===== src/rtl/mult16_seq_ctrl.sv =====
`default_nettype none
// +--------------------------------------------------------------------------+
// | mult16_seq_ctrl                                                          |
// | 16x16 signed multiply sequenced over a shared external 8x8 multiplier.   |
// | Revision: 1.0                                                            |
// +--------------------------------------------------------------------------+
module mult16_seq_ctrl #(
  parameter bit ZERO_SKIP = 1'b0
) (
  input  logic               i_clk,
  input  logic               i_rst_n,
  input  logic               i_valid,
  output logic               o_ready,
  input  logic signed [15:0] i_a,
  input  logic signed [15:0] i_b,
  output logic               o_valid,
  input  logic               i_ready,
  output logic signed [31:0] o_z,
  output logic               o_range_err,
  output logic signed [7:0]  o_mA,
  output logic signed [7:0]  o_mB,
  input  logic signed [15:0] i_mP,
  output logic               o_busy
);

  typedef enum logic [2:0] {
    IDLE = 3'd0,
    S0   = 3'd1,
    S1   = 3'd2,
    S2   = 3'd3,
    S3   = 3'd4,
    DONE = 3'd5
  } state_t;

  state_t      r_state;
  state_t      w_state_nxt;
  logic [15:0] r_a;
  logic [15:0] r_b;
  logic [31:0] r_acc;
  logic        r_range_err;

  logic [7:0]  w_la;
  logic [7:0]  w_ha;
  logic [7:0]  w_lb;
  logic [7:0]  w_hb;
  logic [31:0] w_prod_sx;
  logic [31:0] w_acc_add;
  logic        w_accept;
  logic        w_zero_op;

  // Low halves are zero-extended so only the high halves carry the sign.
  assign w_la      = {1'b0, r_a[6:0]};
  assign w_ha      = r_a[14:7];
  assign w_lb      = {1'b0, r_b[6:0]};
  assign w_hb      = r_b[14:7];
  assign w_prod_sx = {{16{i_mP[15]}}, i_mP};
  assign w_accept  = i_valid && (r_state == IDLE);
  assign w_zero_op = ZERO_SKIP && ((r_a == 16'd0) || (r_b == 16'd0));

  always_comb begin
    w_state_nxt = r_state;
    o_mA        = '0;
    o_mB        = '0;
    w_acc_add   = '0;
    case (r_state)
      IDLE: begin
        if (i_valid) w_state_nxt = S0;
      end
      S0: begin
        if (w_zero_op) begin
          w_state_nxt = DONE;
        end else begin
          o_mA        = w_la;
          o_mB        = w_lb;
          w_acc_add   = w_prod_sx;
          w_state_nxt = S1;
        end
      end
      S1: begin
        o_mA        = w_la;
        o_mB        = w_hb;
        w_acc_add   = w_prod_sx << 7;
        w_state_nxt = S2;
      end
      S2: begin
        o_mA        = w_ha;
        o_mB        = w_lb;
        w_acc_add   = w_prod_sx << 7;
        w_state_nxt = S3;
      end
      S3: begin
        o_mA        = w_ha;
        o_mB        = w_hb;
        w_acc_add   = w_prod_sx << 14;
        w_state_nxt = DONE;
      end
      DONE: begin
        if (i_ready) w_state_nxt = IDLE;
      end
      default: w_state_nxt = IDLE;
    endcase
  end

  always_ff @(posedge i_clk) begin
    if (!i_rst_n) begin
      r_state     <= IDLE;
      r_a         <= '0;
      r_b         <= '0;
      r_acc       <= '0;
      r_range_err <= 1'b0;
    end else begin
      r_state <= w_state_nxt;
      if (w_accept) begin
        r_a         <= i_a;
        r_b         <= i_b;
        r_acc       <= '0;
        r_range_err <= (i_a[15] ^ i_a[14]) | (i_b[15] ^ i_b[14]);
      end else begin
        r_acc <= r_acc + w_acc_add;
      end
    end
  end

  assign o_z         = r_acc;
  assign o_range_err = r_range_err;
  assign o_ready     = (r_state == IDLE);
  assign o_valid     = (r_state == DONE);
  assign o_busy      = (r_state != IDLE);

endmodule
`default_nettype wire


===== config.mk =====
export PLATFORM = sky130hd
export DESIGN_NAME = mult16_seq_ctrl
export DESIGN_NICKNAME = d
export VERILOG_FILES = /design/src/rtl/mult16_seq_ctrl.sv
export SDC_FILE = /design/constraint.sdc
export NUM_CORES = 1
export LEC_CHECK = 0
export BUFFER_PORTS_ARGS = -buffer_cell sky130_fd_sc_hd__buf_4
export CAP_MARGIN = 20
export CORE_UTILIZATION = 45
export DETAILED_ROUTE_END_ITERATION = 10
export PLACE_DENSITY = 0.69
export REMOVE_ABC_BUFFERS = 1
export SETUP_SLACK_MARGIN = 0.1
export SLEW_MARGIN = 0
export SYNTH_ARGS = -nofsm -noshare
export SYNTH_HDL_FRONTEND = slang
export SYNTH_SLANG_ARGS = --single-unit

===== constraint.sdc =====
create_clock -name i_clk -period 3.6 [get_ports i_clk]
set_input_delay 0.36 -clock i_clk [delete_from_list [all_inputs] [get_ports i_clk]]
set_output_delay 0.36 -clock i_clk [all_outputs]
set_load 0.05 [all_outputs]

==> results.yml <==
floorplanning:
  die_y_um: 102
  die_w_um: 102
  start_util: 0.463
  row_count: 36
  coreArea_sq_um: 9770
  ios: 104
  die_area_sq_um: 10500
cells_and_area:
  seq_area_sq_um: 1320
  fin_util: 0.577
  multi_input_area_sq_um: 3050
  syn_to_final_growth_pct: 24.7
  drive_gt1_frac: 0.207
  layout_common_cells: "117 x nand2_1, 114 x buf_4, 65 x dfxtp_1"
  num-fill-cells: 934
  fin_area_sq_um: 5640
  final_nets: 790
  final_common_cell: "nand2_1"
  antenna_cells: 0
grt:
  track_usage: 0.267
  overflow: 0
  grt_antenna_before_repair: 0
  grt_pass1_wl_mm: 21.7
  grt_max_degree: 38
  grt_pass1_vias: 4473
clock_tree:
  cts_tree: "done"
  clkLatencyLatePin_ns: 0.35
  clkSlewWorstSetupHoldPaths_ns: 0.09
  cts_root_buffer: "clkbuf_8"
  clock_path_buffers: 2
  htreeDepth: 3
  clock_sinks: 66
  cts_made_buffers: 9
run_status:
  outcome: "finished clean"
drt:
  wl_per_cell_um: 15.7
  viasPerCell: 5.48
  first_pass_iters: 4
  final_antenna_net_count: 0
  wirelength_mm: 13.2
  drc: 0
  drt_iter0_markers: 174
  via_count: 4627
timing:
  hold_slack_ns: 0.263
  rsz0062_at_grt: "no"
  hold_viol: 0
  fmax_mhz: 308
  slew_headroom: 0.300
  fin_ws_ns: 0.350
  final-max-slew-violation-count: 0
  final-setup-viol-count: 0
  fin_crit_sh: 0.903
  layout_min_cycle_time_ns: 3.25
  finClkSkew_ns: 0.0116
  finalSetupTns_ns: 0
  tightest_slew_ns: 1.05
critical_path:
  critPathMaxFanout: 13
  start_kind: "flop"
  cp.arrival_ns: 3.48
  crit-reg2reg-capture: "o_z[27]"
  end_kind: "flop"
  crit_type: "reg2reg"
  cp.required_ns: 3.83
  reg2regPathDepth: 11
  r2r_slack_ns: 0.35
  r2r-start: "r_state[1]"
hold_path:
  hp-class: "in2reg"
  hold_start: "i_b[10]"
  holdPathEnd: "r_b[10]"
  whs_path_depth: 3
placed_design:
  port-buffer-count: 103
  pre_cts_slack_ns: 0.139
  placed_area_sq_um: 5420
  hpwl_mm: 10.2
  routabilityCongestion: 0.972
logic_synthesis:
  synthTopCellsByArea: "dfxtp_1 29%, nand2_1 9.7%, ha_1 8.6%, a21boi_0 5.1%, a21oi_1 5.0%"
  ys_seq_area_frac: 0.292
  synth_top_area_share: 0.292
  synthCells: 613
  async_flop_share: 0
  synth_warnings: 0
  yosys.area.top_type: "dfxtp_1"
  synth_area_sq_um: 4530
  synth_top_flop_cell: "dfxtp_1"
  synth-seq-cells: 66
  synth_edf_count: 0
  synthDistinctLibCells: 51
  synth_area_per_cell_sq_um: 7.38
pwr:
  p_per_area_nw_per_um2: 405
  ir_drop_mv: 0.258
  p_leak_nw: 2.53
job:
  cap_violations: 0
==> power breakdown <==
part,internal [mW],switching (mW),total (mW)
clock network,0.325,0.337,0.662
registers,0.793,0.0449,0.838
logic,0.277,0.509,0.787
==> critical path: stages (launching register included) <==
cell      delay [ns]
dfxtp_1         0.56
nor2b_2         0.40
nand2_1         0.08
o21ai_0         0.13
ha_1            0.38
a21oi_1         0.32
o21a_1          0.21
o21ai_0         0.14
a221oi_2        0.40
a21oi_1         0.16
o31ai_1         0.25
o41ai_1         0.11
==> flip-flops by register name, indices dropped and copies added, names as in the netlist <==
register	flops
r_a	15
o_range_err	1
r_state	3
o_z	32
r_b	15
==> worst max-delay path by stage <==
stage	start	to	slack, ns	cells past startpoint
3_3_place_gp	r_state[0]	o_z[27]	0.15	11
3_5_place_dp	r_state[1]	o_z[27]	0.14	11
4_1_cts	r_state[1]	o_z[27]	0.14	11
5_1_grt	r_state[2]	o_z[29]	0.11	13
6_report	r_state[1]	o_z[27]	0.35	11
2_1_floorplan	r_state[1]	o_z[31]	0.24	7
==> layer usage <==
layer,share of wire,GRT usage,vias up
li1,-,-,2336
met1,0.46,0.332,2124
met2,0.46,0.447,143
met3,0.064,0.0718,24
met4,0.020,0.0890,0
met5,0,0,-
==> kinds of logic (layout without fill, tap and decap cells) <==
group,count (synthesis),after routing,share of synthesized area
fa+ha+maj,32,32,0.0901
compound gates,185,185,0.265
flops,66,66,0.292
buf+inv,44,142,0.0373
xor+xnor,21,21,0.0406
mux,5,5,0.0122
simple gates,260,260,0.263
==> stage by stage <==
step | std cells | total power [mW]
4_1_cts | 844 | 2.29
3_5_place_dp | 828 | 1.63
6_report | 844 | 2.29
2_1_floorplan | 581 | 1.37
3_3_place_gp | 828 | 1.63
5_1_grt | 844 | 2.40
==> what timing repair did <==
item | in CTS | in global routing
hold buffers | 0 | 0
buffers inserted | 0 | 0
resized for setup | 0 | 6
setup endpoints to repair | 0 | 7
==> cells in the mapped netlist (13+ instances only) <==
cell        n
o21ai_0    41
a21boi_0   31
nor2_1     53
nand3_1    17
a21oi_1    45
a21o_1     18
dfxtp_1    66
nand2_1   117
ha_1       31
xor2_1     13
clkbuf_1   28
a22oi_1    13
and2_1     18
==> final cells by class <==
| cell class | count | share of cell area |
|---|---|---|
| repair buffers | 114 | 0.152 |
| clock inverters | 7 | 0.0135 |
| multi-input cells | 503 | 0.541 |
| well taps | 133 | 0.0295 |
| clock buffers | 9 | 0.0220 |
| flip-flops and latches | 66 | 0.234 |
| inverters | 12 | 0.00798 |
No activity file was read; power rests on OpenSTA's default activity.
